==> config.mk <==
export PLATFORM = sky130hd
export DESIGN_NAME = vga_timing_gen_flat
export DESIGN_NICKNAME = d
export VERILOG_FILES = /design/src/rtl/vga_timing_gen_if.sv /design/src/rtl/vga_timing_gen.sv /design/src/flat_wrapper.sv
export SDC_FILE = /design/constraint.sdc
export NUM_CORES = 1
export LEC_CHECK = 0
export ABC_AREA = 1
export CAP_MARGIN = 20
export CORE_MARGIN = 2
export CORE_UTILIZATION = 55
export CTS_BUF_LIST = sky130_fd_sc_hd__clkbuf_8
export DETAILED_ROUTE_END_ITERATION = 10
export HOLD_SLACK_MARGIN = 0.05
export PLACE_DENSITY = 0.82
export RECOVER_POWER = 25
export SLEW_MARGIN = 10
export SYNTH_ARGS = -nofsm -noshare
export SYNTH_HDL_FRONTEND = slang
export SYNTH_SLANG_ARGS = --single-unit
==> constraint.sdc <==
create_clock -name clk -period 1.9 [get_ports clk]
set_input_delay 0.285 -clock clk [delete_from_list [all_inputs] [get_ports clk]]
set_output_delay 0.285 -clock clk [all_outputs]
set_load 0.02 [all_outputs]
==> src/rtl/vga_timing_gen_if.sv <==
// Raster output bundle from vga_timing_gen to the pattern/colour stage.
// Ports: xcounter/ycounter (pixel position), h_sync/v_sync, active, line_start,
//        frame_start, plus frame_cnt when VGA_FRAME_CNT_EN is defined.
// Modports: master = timing generator (drives everything), slave = consumer.
interface vga_timing_gen_if #(
  parameter int CNT_W = 10
`ifdef VGA_FRAME_CNT_EN
  , parameter int FRAME_W = 8
`endif
);
  logic [CNT_W-1:0]   xcounter;
  logic [CNT_W-1:0]   ycounter;
  logic               h_sync;
  logic               v_sync;
  logic               active;
  logic               line_start;
  logic               frame_start;
`ifdef VGA_FRAME_CNT_EN
  logic [FRAME_W-1:0] frame_cnt;

  modport master (output xcounter, ycounter, h_sync, v_sync, active,
                         line_start, frame_start, frame_cnt);
  modport slave  (input  xcounter, ycounter, h_sync, v_sync, active,
                         line_start, frame_start, frame_cnt);
`else
  modport master (output xcounter, ycounter, h_sync, v_sync, active,
                         line_start, frame_start);
  modport slave  (input  xcounter, ycounter, h_sync, v_sync, active,
                         line_start, frame_start);
`endif
endinterface

==> src/rtl/vga_timing_gen.sv <==
// VGA raster timing generator on a single clock, advanced by a pix_en strobe.
// Latency: all outputs registered; they describe the pixel on xcounter/ycounter.
// Backpressure: none; pix_en=0 freezes the raster and suppresses the pulses.
// Ports: clk, reset (sync, active-high), pix_en, vga (vga_timing_gen_if.master).
// Optional macro VGA_FRAME_CNT_EN adds parameter FRAME_W and output vga.frame_cnt.
module vga_timing_gen #(
  parameter int H_ACTIVE = 640,
  parameter int H_FP     = 16,
  parameter int H_SYNC   = 96,
  parameter int H_BP     = 48,
  parameter int V_ACTIVE = 480,
  parameter int V_FP     = 10,
  parameter int V_SYNC   = 2,
  parameter int V_BP     = 33,
  parameter bit SYNC_POL = 1'b0,
  parameter int CNT_W    = 10
`ifdef VGA_FRAME_CNT_EN
  , parameter int FRAME_W = 8
`endif
) (
  input  logic             clk,
  input  logic             reset,
  input  logic             pix_en,
  vga_timing_gen_if.master vga
);

  localparam int H_TOTAL  = H_ACTIVE + H_FP + H_SYNC + H_BP;
  localparam int V_TOTAL  = V_ACTIVE + V_FP + V_SYNC + V_BP;
  localparam int HS_FIRST = H_ACTIVE + H_FP;
  localparam int HS_LAST  = HS_FIRST + H_SYNC - 1;
  localparam int VS_FIRST = V_ACTIVE + V_FP;
  localparam int VS_LAST  = VS_FIRST + V_SYNC - 1;

  localparam logic [CNT_W-1:0] X_LAST  = CNT_W'(H_TOTAL - 1);
  localparam logic [CNT_W-1:0] Y_LAST  = CNT_W'(V_TOTAL - 1);
  localparam logic [CNT_W-1:0] X_ACT   = CNT_W'(H_ACTIVE);
  localparam logic [CNT_W-1:0] Y_ACT   = CNT_W'(V_ACTIVE);
  localparam logic [CNT_W-1:0] HS_LO   = CNT_W'(HS_FIRST);
  localparam logic [CNT_W-1:0] HS_HI   = CNT_W'(HS_LAST);
  localparam logic [CNT_W-1:0] VS_LO   = CNT_W'(VS_FIRST);
  localparam logic [CNT_W-1:0] VS_HI   = CNT_W'(VS_LAST);

  if ((2 ** CNT_W) < H_TOTAL || (2 ** CNT_W) < V_TOTAL) begin : g_cnt_w_check
    $error("vga_timing_gen: CNT_W too narrow for H_TOTAL/V_TOTAL");
  end

  logic [CNT_W-1:0] x_q, y_q;
  logic [CNT_W-1:0] x_nxt, y_nxt;
  logic             h_sync_q, v_sync_q, active_q, line_start_q, frame_start_q;
  logic             x_wrap, y_wrap;
  logic             hs_on_nxt, vs_on_nxt, active_nxt, line_nxt, frame_nxt;

  // Decodes look at the position being advanced to, so the registered syncs
  // and active flag line up with the registered counters without skew.
  always_comb begin
    x_wrap     = (x_q == X_LAST);
    y_wrap     = (y_q == Y_LAST);
    x_nxt      = x_wrap ? '0 : x_q + CNT_W'(1);
    y_nxt      = y_q;
    if (x_wrap) begin
      y_nxt = y_wrap ? '0 : y_q + CNT_W'(1);
    end
    hs_on_nxt  = (x_nxt >= HS_LO) && (x_nxt <= HS_HI);
    vs_on_nxt  = (y_nxt >= VS_LO) && (y_nxt <= VS_HI);
    active_nxt = (x_nxt < X_ACT) && (y_nxt < Y_ACT);
    line_nxt   = (x_nxt == '0);
    frame_nxt  = line_nxt && (y_nxt == '0);
  end

  // Reset parks the raster on the last pixel of the frame so the first
  // pix_en afterwards lands on (0,0) with both start pulses.
  always_ff @(posedge clk) begin
    if (reset) begin
      x_q           <= X_LAST;
      y_q           <= Y_LAST;
      h_sync_q      <= ~SYNC_POL;
      v_sync_q      <= ~SYNC_POL;
      active_q      <= 1'b0;
      line_start_q  <= 1'b0;
      frame_start_q <= 1'b0;
    end else if (pix_en) begin
      x_q           <= x_nxt;
      y_q           <= y_nxt;
      h_sync_q      <= hs_on_nxt ? SYNC_POL : ~SYNC_POL;
      v_sync_q      <= vs_on_nxt ? SYNC_POL : ~SYNC_POL;
      active_q      <= active_nxt;
      line_start_q  <= line_nxt;
      frame_start_q <= frame_nxt;
    end else begin
      line_start_q  <= 1'b0;
      frame_start_q <= 1'b0;
    end
  end

  assign vga.xcounter    = x_q;
  assign vga.ycounter    = y_q;
  assign vga.h_sync      = h_sync_q;
  assign vga.v_sync      = v_sync_q;
  assign vga.active      = active_q;
  assign vga.line_start  = line_start_q;
  assign vga.frame_start = frame_start_q;

`ifdef VGA_FRAME_CNT_EN
  logic [FRAME_W-1:0] frame_cnt_q;

  // Counts on the same edge that raises frame_start; wraps naturally.
  always_ff @(posedge clk) begin
    if (reset) begin
      frame_cnt_q <= '0;
    end else if (pix_en && frame_nxt) begin
      frame_cnt_q <= frame_cnt_q + FRAME_W'(1);
    end
  end

  assign vga.frame_cnt = frame_cnt_q;
`endif

endmodule

==> src/flat_wrapper.sv <==
// flat-port wrapper written by rule: the top's interface ports become plain ports
module vga_timing_gen_flat 
#(
  parameter int H_ACTIVE = 640,
  parameter int H_FP     = 16,
  parameter int H_SYNC   = 96,
  parameter int H_BP     = 48,
  parameter int V_ACTIVE = 480,
  parameter int V_FP     = 10,
  parameter int V_SYNC   = 2,
  parameter int V_BP     = 33,
  parameter bit SYNC_POL = 1'b0,
  parameter int CNT_W    = 10

)
  (clk, reset, pix_en, vga_xcounter, vga_ycounter, vga_h_sync, vga_v_sync, vga_active, vga_line_start, vga_frame_start);
  vga_timing_gen_if #(.CNT_W(CNT_W)) vga_i ();
  input  logic clk;
  input  logic reset;
  input  logic pix_en;
  output wire logic [$bits(vga_i.xcounter)-1:0] vga_xcounter;
  output wire logic [$bits(vga_i.ycounter)-1:0] vga_ycounter;
  output wire logic [$bits(vga_i.h_sync)-1:0] vga_h_sync;
  output wire logic [$bits(vga_i.v_sync)-1:0] vga_v_sync;
  output wire logic [$bits(vga_i.active)-1:0] vga_active;
  output wire logic [$bits(vga_i.line_start)-1:0] vga_line_start;
  output wire logic [$bits(vga_i.frame_start)-1:0] vga_frame_start;
  assign vga_xcounter = vga_i.xcounter;
  assign vga_ycounter = vga_i.ycounter;
  assign vga_h_sync = vga_i.h_sync;
  assign vga_v_sync = vga_i.v_sync;
  assign vga_active = vga_i.active;
  assign vga_line_start = vga_i.line_start;
  assign vga_frame_start = vga_i.frame_start;
  vga_timing_gen #(.H_ACTIVE(H_ACTIVE), .H_FP(H_FP), .H_SYNC(H_SYNC), .H_BP(H_BP), .V_ACTIVE(V_ACTIVE), .V_FP(V_FP), .V_SYNC(V_SYNC), .V_BP(V_BP), .SYNC_POL(SYNC_POL), .CNT_W(CNT_W)) u_core (.clk(clk), .reset(reset), .pix_en(pix_en), .vga(vga_i));
endmodule
==> key figures <==
Routing
  – DRT antenna net count: 0
  – Via/cell ratio: 5.40
  – WL per Instance: roughly 14 um
  – Drt pass-1 iters: 5
  – 1st-iter DRT viols: 127
  – Drt total wl: slightly below 5000 um
  – Detailed-route via count: about 1900
  – Residual DRC count: 0

Placed design
  – Placer Congestion: ~0.94
  – Dpl cells: 346
  – Pre-CTS WS: ~0.054 ns
  – DP HPWL: 3320 um
  – Area after DPL: around 2100 um^2
  – Port bufs: 27

GRT
  – Grt ovf: 0
  – Pin count of the biggest net entering global routing: 24
  – GRT Util Overall: between 20 and 30%
  – Initial antenna violation count: 0
  – First-pass GRT wire length: approximately 7500 um
  – Vias in the first global route: between 1500 and 2000

Pwr
  – P per Cell Area: a little under 700 nW/um^2
  – Power Total: 1.52 mW
  – Peak VDD IR: 0.000380 V
  – Leak: approximately 1 nW

Run status
  – Failing checks: setup timing
  – Status: complete, but fails checks

Logic synthesis
  – Async S/R FF share, synth: 0%
  – Mapped Nets: 284
  – Synth top cells by count: 63 x nand2_1, 39 x inv_1, 33 x nor2_1, 25 x dfxtp_1, 23 x nand3_1
  – Cells after Synth: 277
  – Number of synthesized register bits: 25
  – Most common cell in the synthesized netlist: nand2_1
  – Top_reg_cell synth: dfxtp_1
  – Top cell type by total area after synthesis: dfxtp_1
  – Area contributors post-synth: dfxtp_1 29%, nand2_1 14%, inv_1 8.4%
  – Synthesized area: roughly 1700 um^2
  – Cell variety after synth: 35
  – Post-synth top area share: 28.8%
  – Synth Warn #: 0
  – Synthesized area per cell: 6.27 um^2
  – Sequential area share after synthesis: between 20% and 30%
  – Number of synthesized flops with an enable pin: 0

Timing
  – Slew HR: 78.5%
  – Max Fclk: about 530 MHz
  – Crit share post-route: 100%
  – Setup Skew: 0.00484 ns
  – Setup TNS: -0.00178 ns
  – Worst-Margin Slew: around 0.32 ns
  – Max Slew Vio Count: 0
  – # setup viols final: 1
  – Crit path time final: approximately 1.9 ns
  – Fin. Hold Viols: 0
  – WHS: ~0.5 ns
  – Final worst slack: -0.00178 ns

Floorplanning
  – Die area: 3620 um^2
  – Die extent in x: between 60 and 70 um
  – Starting Density: a little under three fifths
  – Core area: about 3000 um^2
  – Height of the die: 60.2 um
  – Rows: 20
  – I/O pin count: 28

Cells and area
  – Multi-input gate area: ~1100 um^2
  – Final core utilization: 73.3%
  – Post-Layout Cell Count: roughly 350
  – Register area: about 510 um^2
  – # diodes: 0
  – Nets@finish: 318
  – Total of fill cells in the finished design: ~260
  – Share of layout cells above drive strength 1: between 10% and 20%
  – Area grow syn2layout: 27.9%
  – Post-route cell area: between 2000 and 2500 um^2

Clock tree
  – CTS Sinks: 25
  – Reg clk slew, reported paths: ~0.1 ns
  – Clock Tree Root: clkbuf_8
  – Clock tree buffer depth: 2
  – Clock Latency Late Sink: roughly 0.27 ns
  – CTS tree: done
  – CTS Buf Count: 3
  – H-Tree Level Count: 1

Hold path
  – Hold Crit Class: register to register

Setup path
  – Crit path required time: 2.07 ns
  – CP endpoint kind: register
  – Crit path kind: register to register
  – Worst Path Arrival: approximately 2.1 ns
  – Critical Path Start Type: register
  – Crit path max fanout: 8

Run
  – Max Cap Viol: 0
-- cell type report --
class                           instances  area share [%]
Sequential cell                        25            22.9
Clock inverter                          1           0.225
Tap cell                               44            2.48
Inverter                               42            7.55
Clock buffer                            3            1.86
Timing Repair Buffer                   37            15.9
Multi-Input combinational cell        201            48.8
Timing Repair inverter                  1           0.282
-- worst max-delay path, stage by stage, from the launching register on --
cell and delay [ns]:
dfxtp_2 0.36, ha_4 0.14, nand2_2 0.09, nor2_4 0.17, nand3_4 0.24, buf_6 0.23
a21oi_4 0.16, nand3_1 0.10, nor2_1 0.16, nand2_1 0.07, nand2_1 0.06, nand2_1 0.04
-- worst paths after layout --
check	startpoint	end	slack [ns]	cells after the start
setup / recovery	u_core.vga.xcounter[0]$_SDFFE_PP1P_	u_core.vga.v_sync$_SDFFE_PP1P_	-0.002	11
hold / removal	u_core.vga.h_sync$_SDFFE_PP1P_	u_core.vga.h_sync$_SDFFE_PP1P_	0.49	2
setup reg to reg	u_core.vga.xcounter[0]$_SDFFE_PP1P_	u_core.vga.v_sync$_SDFFE_PP1P_	-0.002	11
hold reg to reg	u_core.vga.h_sync$_SDFFE_PP1P_	u_core.vga.h_sync$_SDFFE_PP1P_	0.49	2
-- placed cells by master (no fill, tap or decap), types with 6 or more instances in the layout --
| master | instances |
|---|---|
| nor2_2 | 6 |
| dfxtp_2 | 7 |
| nor2_1 | 29 |
| nand4_1 | 7 |
| nand3_1 | 21 |
| nand2_2 | 6 |
| nand2_1 | 60 |
| o21ai_0 | 20 |
| a21oi_1 | 18 |
| inv_1 | 36 |
| buf_4 | 8 |
| clkdlybuf4s50_1 | 27 |
| dfxtp_1 | 18 |
-- per-layer routing --
| metal | vias to the layer above | track usage (%) | part of all wire, % |
|---|---|---|---|
| met5 | - | 0 | 0 |
| met4 | 0 | 6.98 | 1.2 |
| met3 | 9 | 3.68 | 9.5 |
| met2 | 94 | 39.4 | 44 |
| met1 | 843 | 42.0 | 45 |
| li1 | 964 | - | - |
-- flip-flops by register name, indices dropped and copies added, names as in the netlist --
name,flops
u_core.vga.xcounter,10
u_core.vga.ycounter,10
u_core.vga.active,1
u_core.vga.frame_start,1
u_core.vga.h_sync,1
u_core.vga.line_start,1
u_core.vga.v_sync,1
-- power by group --
group	total [mW]	switching [mW]	leakage, nW	internal (mW)
clock	0.336	0.188	0.0255	0.147
combinational	0.553	0.335	0.796	0.217
sequential	0.629	0.0633	0.207	0.566
total	1.52	0.587	1.03	0.930
-- kinds of logic after synthesis --
| kind of cell | synth area share (%) |
|---|---|
| compound gates | 16.1 |
| fa+ha+maj | 2.88 |
| simple gates | 38.3 |
| flops | 28.8 |
| xor+xnor | 1.51 |
| buf+inv | 12.4 |
-- what timing repair did --
| item | CTS | global route |
|---|---|---|
| setup buffers | 0 | 3 |
| hold endpoints to repair | 0 | 0 |
| setup endpoints to repair | 0 | 7 |
| gates resized for setup | 0 | 30 |
| hold buffers | 0 | 0 |
(Power assumes the default switching activity.)
